[src/rtl/defines.sv]
// Global word-width define shared by the SHA/HMAC datapath files.
`ifndef HMAC_DEFINES_SV
`define HMAC_DEFINES_SV
`define WORD_SIZE 32
`endif

[src/rtl/lw_sha_pkg.sv]
// Shared types for the lightweight SHA/HMAC subsystem: arbiter FSM states,
// opcode field layout and digest geometry.
package lw_sha_pkg;

  typedef enum logic [1:0] {
    ARB_IDLE  = 2'd0,
    ARB_BUSY  = 2'd1,
    ARB_DONE  = 2'd2,
    ARB_ABORT = 2'd3
  } arb_state_e;

  // Bit 3 of the opcode selects HMAC; it is also the top bit of the field.
  localparam int OPCODE_HMAC_BIT = 3;
  localparam int OPCODE_W        = OPCODE_HMAC_BIT + 1;
  localparam int HASH_WORDS      = 8;

endpackage

[src/rtl/hmac_arbiter_rr.sv]
// Round-robin requester selection: first asserted request at or after ptr,
// wrapping at NUM_REQ, returned as a one-hot grant.
module rr_arbiter #(
  parameter int NUM_REQ = 2,
  parameter int PTR_W   = $clog2(NUM_REQ)
) (
  input  logic [NUM_REQ-1:0] req,
  input  logic [PTR_W-1:0]   ptr,
  output logic [NUM_REQ-1:0] grant
);

  always_comb begin
    logic             found;
    logic [PTR_W:0]   pos;
    grant = '0;
    found = 1'b0;
    pos   = '0;
    for (int k = 0; k < NUM_REQ; k++) begin
      pos = {1'b0, ptr} + (PTR_W + 1)'(k);
      if (pos >= (PTR_W + 1)'(NUM_REQ)) begin
        pos = pos - (PTR_W + 1)'(NUM_REQ);
      end
      if (!found && req[pos[PTR_W-1:0]]) begin
        grant[pos[PTR_W-1:0]] = 1'b1;
        found                 = 1'b1;
      end
    end
  end

endmodule

[src/rtl/hmac_arbiter.sv]
// Shares one SHA/HMAC engine between NUM_REQ requesters with round-robin grant.
// Optional stall watchdog enabled by defining HMAC_ARB_TIMEOUT_EN.
`ifndef WORD_SIZE
`define WORD_SIZE 32
`endif

module hmac_arbiter
  import lw_sha_pkg::*;
#(
  parameter int NUM_REQ        = 2,
  parameter int TIMEOUT_CYCLES = 1024
) (
  input  logic                                  clk_i,
  input  logic                                  areset_i,
  input  logic [NUM_REQ-1:0]                    req_start_i,
  input  logic [NUM_REQ-1:0]                    req_last_i,
  input  logic [NUM_REQ-1:0]                    req_data_valid_i,
  input  logic [NUM_REQ-1:0]                    req_key_valid_i,
  input  logic [NUM_REQ-1:0]                    req_abort_i,
  input  logic [NUM_REQ-1:0][`WORD_SIZE-1:0]    req_data_i,
  input  logic [NUM_REQ-1:0][`WORD_SIZE-1:0]    req_key_i,
  input  logic [NUM_REQ-1:0][OPCODE_W-1:0]      req_opcode_i,
  output logic [NUM_REQ-1:0]                    req_ready_o,
  output logic [NUM_REQ-1:0]                    req_key_ready_o,
  output logic [NUM_REQ-1:0]                    req_grant_o,
  output logic [NUM_REQ-1:0]                    req_done_o,
  output logic [NUM_REQ-1:0]                    req_err_o,
  output logic [HASH_WORDS-1:0][`WORD_SIZE-1:0] hash_o,
  output logic                                  eng_start_o,
  output logic                                  eng_abort_o,
  output logic                                  eng_last_o,
  output logic                                  eng_data_valid_o,
  output logic                                  eng_key_valid_o,
  output logic [`WORD_SIZE-1:0]                 eng_data_o,
  output logic [`WORD_SIZE-1:0]                 eng_key_o,
  output logic [OPCODE_W-1:0]                   eng_opcode_o,
  input  logic                                  eng_ready_i,
  input  logic                                  eng_key_ready_i,
  input  logic                                  eng_core_ready_i,
  input  logic                                  eng_done_i,
  input  logic                                  eng_fault_i,
  input  logic [HASH_WORDS-1:0][`WORD_SIZE-1:0] eng_hash_i
);

  localparam int PTR_W = $clog2(NUM_REQ);

  arb_state_e         state_q;
  logic [PTR_W-1:0]   g_q;
  logic [PTR_W-1:0]   ptr_q;
  logic [PTR_W-1:0]   sel_idx;
  logic [NUM_REQ-1:0] cand;
  logic [NUM_REQ-1:0] sel_onehot;
  logic [OPCODE_W-1:0] opcode_q;
  logic               busy;
  logic               abort_g;
  logic               timeout_hit;

  function automatic logic [PTR_W-1:0] next_ptr(input logic [PTR_W-1:0] cur);
    if (cur == PTR_W'(NUM_REQ - 1)) begin
      return '0;
    end
    return cur + PTR_W'(1);
  endfunction

  assign cand    = req_start_i & req_data_valid_i;
  assign busy    = (state_q == ARB_BUSY);
  // Only the granted requester may abort; others are masked out here.
  assign abort_g = busy & req_abort_i[g_q];

  rr_arbiter #(
    .NUM_REQ (NUM_REQ),
    .PTR_W   (PTR_W)
  ) u_rr (
    .req   (cand),
    .ptr   (ptr_q),
    .grant (sel_onehot)
  );

  always_comb begin
    sel_idx = '0;
    for (int i = 0; i < NUM_REQ; i++) begin
      if (sel_onehot[i]) begin
        sel_idx = PTR_W'(i);
      end
    end
  end

`ifdef HMAC_ARB_TIMEOUT_EN
  localparam int TO_W = $clog2(TIMEOUT_CYCLES + 1);

  logic [TO_W-1:0] stall_q;
  logic            handshake;

  assign handshake = busy & ((req_data_valid_i[g_q] & eng_ready_i) |
                             (req_key_valid_i[g_q]  & eng_key_ready_i));
  // Fires during the TIMEOUT_CYCLES-th consecutive stalled BUSY cycle;
  // a completing or aborting message takes precedence.
  assign timeout_hit = busy & ~eng_fault_i & ~abort_g & ~eng_done_i & ~handshake &
                       (stall_q == TO_W'(TIMEOUT_CYCLES - 1));

  always_ff @(posedge clk_i or posedge areset_i) begin
    if (areset_i) begin
      stall_q <= '0;
    end else if (!busy || handshake || timeout_hit) begin
      stall_q <= '0;
    end else begin
      stall_q <= stall_q + TO_W'(1);
    end
  end
`else
  localparam int unused_timeout_cycles = TIMEOUT_CYCLES;

  assign timeout_hit = 1'b0;
`endif

  // Control FSM; done/err pulses and the digest are registered on the
  // transition out of BUSY so they appear one cycle after the engine event.
  always_ff @(posedge clk_i or posedge areset_i) begin
    if (areset_i) begin
      state_q      <= ARB_IDLE;
      g_q          <= '0;
      ptr_q        <= '0;
      opcode_q     <= '0;
      req_done_o   <= '0;
      req_err_o    <= '0;
      hash_o       <= '0;
    end else begin
      req_done_o <= '0;
      req_err_o  <= '0;
      if (eng_fault_i) begin
        if (busy) begin
          req_err_o[g_q] <= 1'b1;
        end
        state_q <= ARB_IDLE;
      end else begin
        case (state_q)
          ARB_IDLE: begin
            if (eng_core_ready_i && (|cand)) begin
              g_q      <= sel_idx;
              opcode_q <= req_opcode_i[sel_idx];
              state_q  <= ARB_BUSY;
            end
          end
          ARB_BUSY: begin
            if (abort_g) begin
              ptr_q   <= next_ptr(g_q);
              state_q <= ARB_ABORT;
            end else if (eng_done_i) begin
              hash_o          <= eng_hash_i;
              req_done_o[g_q] <= 1'b1;
              ptr_q           <= next_ptr(g_q);
              state_q         <= ARB_DONE;
            end else if (timeout_hit) begin
              req_err_o[g_q] <= 1'b1;
              ptr_q          <= next_ptr(g_q);
              state_q        <= ARB_IDLE;
            end
          end
          ARB_DONE:  state_q <= ARB_IDLE;
          ARB_ABORT: state_q <= ARB_IDLE;
          default:   state_q <= ARB_IDLE;
        endcase
      end
    end
  end

  // Zero-latency routing between the granted requester and the engine.
  always_comb begin
    req_ready_o      = '0;
    req_key_ready_o  = '0;
    req_grant_o      = '0;
    eng_start_o      = 1'b0;
    eng_last_o       = 1'b0;
    eng_data_valid_o = 1'b0;
    eng_key_valid_o  = 1'b0;
    eng_data_o       = '0;
    eng_key_o        = '0;
    if (busy) begin
      req_grant_o[g_q]     = 1'b1;
      req_ready_o[g_q]     = eng_ready_i;
      req_key_ready_o[g_q] = eng_key_ready_i;
      eng_start_o          = req_start_i[g_q];
      eng_last_o           = req_last_i[g_q];
      eng_data_valid_o     = req_data_valid_i[g_q];
      eng_key_valid_o      = req_key_valid_i[g_q];
      eng_data_o           = req_data_i[g_q];
      eng_key_o            = req_key_i[g_q];
    end
  end

  assign eng_abort_o  = ~areset_i & (eng_fault_i | abort_g | timeout_hit);
  assign eng_opcode_o = opcode_q;

endmodule

[config.mk]
export PLATFORM = sky130hd
export DESIGN_NAME = hmac_arbiter
export DESIGN_NICKNAME = d
export VERILOG_FILES = /design/src/rtl/defines.sv /design/src/rtl/lw_sha_pkg.sv /design/src/rtl/hmac_arbiter_rr.sv /design/src/rtl/hmac_arbiter.sv
export SDC_FILE = /design/constraint.sdc
export NUM_CORES = 1
export LEC_CHECK = 0
export ABC_AREA = 1
export CAP_MARGIN = 10
export CORE_AREA = 4 4 289 291
export DETAILED_ROUTE_END_ITERATION = 7
export DIE_AREA = 0 0 293 295
export PLACE_DENSITY_LB_ADDON = 0.2
export SYNTH_ARGS = -nofsm -noshare
export SYNTH_HDL_FRONTEND = slang
export SYNTH_SLANG_ARGS = --single-unit
[constraint.sdc]
create_clock -name clk_i -period 10.8 [get_ports clk_i]
set_clock_uncertainty 0.15 [all_clocks]
set_input_delay 3.24 -clock clk_i [delete_from_list [all_inputs] [get_ports clk_i]]
set_output_delay 3.24 -clock clk_i [all_outputs]
set_load 0.1 [all_outputs]
## After elaboration in Yosys (flattened, before gate mapping)

Cells that the tools add are included.

- Add/subtract/negate cells: 4
- Order comparisons: 9
- Equality and inequality tests: 5
- Muxes and demuxes: 64
- Bitwise operators: 10
- Reduce and logical (&&, ||, !) cells: 14

Operator list:

| cell | count |
|---|---|
| two-way mux 32 bit | 6 |
| two-way mux 1 bit | 38 |
| two-way mux 2 bit | 14 |
| < comparator 1 x 2 -> 1 bit, second input constant | 4 |
| two-way mux 4 bit | 2 |
| AND 2 bit | 3 |
| case mux 2 bit (3 select lines) | 1 |
| AND reduction 3 bit | 2 |
| logical AND 1 bit | 5 |
| equality test 2 bit, second input constant | 2 |
| inequality test 4 x 3 -> 1 bit, second input constant | 1 |
| AND reduction 4 bit | 1 |
| OR reduction 2 bit | 2 |
| demux 1 bit (select 1 bit) | 3 |
| greater-or-equal comparator 1 bit, second input constant | 3 |
| inequality test 3 bit, second input constant | 1 |
| inverter 1 bit | 3 |
| adder 1 x 1 -> 2 bit, second input constant | 1 |
| AND 1 bit | 2 |
| equality test 2 x 1 -> 1 bit, second input constant | 1 |
| greater-or-equal comparator 1 x 2 -> 1 bit, second input constant | 1 |
| greater-or-equal comparator 2 bit, second input constant | 1 |
| logical NOT 2 bit | 1 |
| bitwise OR 2 bit | 1 |
| 6 further kinds | 7 |

- Flip-flop bits (word level): 268
- Input bits: 409
- Output and inout bits: 339
- Word-level logic and storage cells: 120

## Depth between registers and ports, before layout

- Depth in word-level cells: 12
- Mapped depth: 9
- Gate-level depth less buffers: 7

## Hierarchy

From an unflattened synthesis, not the netlist that was laid out.

- Cells, all modules: 1421
- Area total of the unflattened synthesis: 11587.4 µm²

Modules (own cells, without submodules):

| module | times used | cells an instance | area each (µm²) | sequential area each (µm²) |
|---|---|---|---|---|
| hmac_arbiter | 1 | 1417 | 11559.8 | 6706.4 |
| rr_arbiter | 1 | 4 | 27.5 | 0.0 |

## Worst setup path before layout

Ideal clock, no wire load.

- Path type: input-to-output
- Start: in req_abort_i[1]
- End: out eng_abort_o
- Data arrival time: 5292 ps
- Required time: 7410 ps
- Slack: 2118 ps
- Stages on the path: 6
- Path buffers: 2
- Cells stage by stage: inv_1 nand2_1 nand3_4 buf_2 buf_2 a21oi_1

- Cells in the longest elaborated chain, start to end: 5

RTL lines:

| item | RTL line | source |
|---|---|---|
| start, declared | hmac_arbiter.sv:19 | `input logic [NUM_REQ-1:0] req_abort_i,` |
| two-way mux 1 bit (implied by the code) (2 in series) | hmac_arbiter.sv:68 | `assign abort_g = busy & req_abort_i[g_q];` |
| AND 1 bit | hmac_arbiter.sv:68 |  |
| bitwise OR 1 bit | hmac_arbiter.sv:191 | `assign eng_abort_o = ~areset_i & (eng_fault_i \| abort_g \| timeout_hit);` |
| AND 1 bit | hmac_arbiter.sv:191 |  |
| end, declared | hmac_arbiter.sv:30 | `output logic eng_abort_o,` |

Every way passes these cells. The select of a mux whose other input is x is not followed.

## Final worst setup path

- Start: in req_key_i[28] in the netlist's numbering
- End: out eng_key_o[28]

- Cells in the longest elaborated chain, start to end: 3

RTL lines:

| item | RTL line | source |
|---|---|---|
| start, declared | hmac_arbiter.sv:21 | `` input logic [NUM_REQ-1:0][`WORD_SIZE-1:0] req_key_i, `` |
| two-way mux 32 bit (implied by the code) (2 in series) | hmac_arbiter.sv:187 | `eng_key_o = req_key_i[g_q];` |
| two-way mux 32 bit | hmac_arbiter.sv:178 | `if (busy) begin` |
| end, declared | hmac_arbiter.sv:35 | `` output logic [`WORD_SIZE-1:0] eng_key_o, `` |

Every way passes these cells. The select of a mux whose other input is x is not followed.

==> results by group <==
Run status
  – Status: finished, final reports clean

Clock tree
  – TritonCTS clock tree: built
  – CTS clk-pin slew, worst paths: 50 ps
  – CTS Sinks: 268
  – Clk root buf: clkbuf_16
  – Clock latency on the worst-skew pair: 540 ps
  – H-tree depth: 2
  – Postcts setup bufs: 0
  – CTS Buf Count: 38
  – Hold buffer count at CTS: 0
  – Post-CTS Resized: 0
  – Clock Tree Buf Depth: 3

Floorplan
  – Initial core utilization: 14.4%
  – I/O pin cnt: 748
  – Die height: 295 µm
  – # rows: 104
  – Die area: 86400 µm²
  – Total core area: 80500 µm²
  – Die width: 293 µm

Final layout
  – Syn-to-layout area delta: 83.5%
  – Area occupied by multi-input gates: 4280 µm²
  – Fillcell total: 8690
  – Seq. cell area: 6710 µm²
  – Nets: 2528
  – Ratio of cells with drive above 1 in the final layout: 4.98%

Timing
  – Final Cycle Share: 79.5%
  – RSZ-0062 raised after global routing: no
  – Relative slew slack: 23.9%
  – Worst slew pin tran: 1140 ps
  – Achievable Freq: 0.116 GHz
  – Final Hold Fails: 0
  – Final min period: 8590 ps
  – Max-slew violation count: 0
  – TNS Setup: 0 ps
  – Setup violations, final: 0

Setup path
  – Worst r2r src: g_q$_DFFE_PP0P_
  – Crit path capture type: output port
  – Setup crit start kind: primary input
  – Crit Path Max Fanout: 1
  – Critical path arrival: 5200 ps
  – CP Class: in2out
  – Reg2Reg Setup Slack: 7380 ps
  – R2R depth: 7
  – Critical Path RT: 7410 ps
  – CP Capture Point: eng_key_o[28]
  – Reg-to-Reg End: hash_o[106]$_DFFE_PP0P_
  – Crit path from: req_key_i[28]

Yosys
  – Post-synth top flop: dfrtp_1
  – Yosys top cell by area: dfrtp_1
  – Post-synth top area share: 57.9%
  – Synth area leaders: dfrtp_1 58%, nand2_1 24%, nand3_1 11%, buf_2 3.0%, buf_4 0.84%
  – #FFs+latches synth: 268
  – Ys Warns: 0
  – Post-Syn Nets: 1828
  – Area of the mapped netlist: 11600 µm²
  – Mean Syn Cell Area: 8.16 µm²
  – Count of cell types in the netlist: 19
  – Synth async-reset ratio: 100%
  – Gate Count Post-Synth: 1419
  – Register area share after synthesis: 57.9%
  – Post-synth EDFFs: 0

GRT
  – Vias in the first global route: 12798
  – Largest net degree at the start of global routing: 179
  – Global route total overflow: 0
  – All-Layer GR Usage: 13.4%
  – Global-route wire length before repair: 86.6 mm
  – Initial antenna violation count: 8

Route
  – Routed WL: 61.9 mm
  – Iter 0 DRT Violations: 591
  – Avg Vias per Cell: 3.81
  – DRC: 0
  – Via count: 12252
  – Antenna Violating Nets Remaining: 0
  – Wire per inst: 19.2 µm
  – DRT Pass-1 Iters: 4

Place
  – I/O Buffers: 747
  – Placer Congestion: 0.872
  – Detailed placement HPWL: 46.5 mm

Run
  – Max cap viols: 0

Hold path
  – Worst Hold Class: reg2reg
[cells in the mapped netlist (3+ instances only)]
master,instances
clkbuf_1,13
buf_2,69
nand2_1,743
inv_2,3
dfrtp_1,268
nand3b_1,4
inv_1,15
buf_6,3
buf_4,13
nor2_1,13
nand3_1,263
[cell families (layout without fill, tap and decap cells)]
family	Yosys count	in the layout	synth area share (%)
and+or+nand+nor	1030	1030	36.7
DFF	268	268	57.9
buffers and inverters	117	846	5.15
AOI/OAI and AO/OA	4	4	0.173
other	0	8	0
[worst min path at each step]
stage / from / to / slack, ps / cells after the start
floorplan: ptr_q$_DFFE_PP0P_ / ptr_q$_DFFE_PP0P_ / 300 / 2
global placement: hash_o[45]$_DFFE_PP0P_ / hash_o[45]$_DFFE_PP0P_ / 300 / 2
detailed placement: hash_o[14]$_DFFE_PP0P_ / hash_o[14]$_DFFE_PP0P_ / 310 / 2
CTS: hash_o[209]$_DFFE_PP0P_ / hash_o[209]$_DFFE_PP0P_ / 320 / 2
global route: hash_o[157]$_DFFE_PP0P_ / hash_o[157]$_DFFE_PP0P_ / 330 / 2
finish: hash_o[114]$_DFFE_PP0P_ / hash_o[114]$_DFFE_PP0P_ / 320 / 2
[area by class of cell]
| type | instances | area share, % |
|---|---|---|
| Timing Repair Buffer | 758 | 35.4 |
| Clock buffer | 56 | 5.41 |
| Multi-Input combinational cell | 1034 | 20.2 |
| Tap cell | 1060 | 6.24 |
| Antenna cell | 8 | 0.0942 |
| Inverter | 19 | 0.371 |
| Sequential cell | 268 | 31.6 |
| Clock inverter | 13 | 0.695 |
[metrics by stage]
step / std cells / hold WS, ps / setup WS, ps / util [%] / area (µm²)
global placement: 3139 / 303 / 2150 / 24.7 / 19900
global route: 3214 / 330 / 2160 / 26.4 / 21200
floorplan: 1419 / 303 / 28.0 / - / 11600
CTS: 3208 / 321 / 2170 / 26.3 / 21200
detailed placement: 3139 / 307 / 2180 / 24.7 / 19900
finish: 3216 / 317 / 2210 / 26.4 / 21200
[registers in the layout (all words and copies together), names as in the netlist]
register / cells
req_done_o: 2
hash_o: 256
req_err_o: 2
g_q: 1
eng_opcode_o: 4
ptr_q: 1
state_q: 2
[metal layers]
metal / share of wire, % / global-route usage, %
met2: 56 / 26.3
met5: 0.013 / 0
met4: 4.3 / 6.34
met3: 7.6 / 4.27
met1: 32 / 12.4
[worst max-delay path, stage by stage]
cell	delay, ps
clkdlybuf4s50_1	460
nand2_1	50
nand2_1	230
clkdlybuf4s50_1	1200
[layout by cell type (no fill, tap or decap)]
cell type          n
inv_8              1
inv_1             14
nand2_2            2
clkinv_2           6
dfrtp_1          268
clkinvlp_4         1
nand3b_1           4
nor2_4             2
nand2_1          743
inv_2              4
nand2_8            1
clkinv_8           2
nor2_1            13
clkbuf_1           6
buf_4             31
clkdlybuf4s50_1  725
o21ai_0            2
a21oi_1            2
diode_2            8
clkinv_4           2
bufinv_16          2
nand3_4            1
nand3_1          263
clkbuf_16         39
clkbuf_8          11
buf_12             2
nand4_1            1
Power is left out: the tool's default activity adds up to more than one toggle a clock period on the data nets, which glitch-free logic cannot reach.
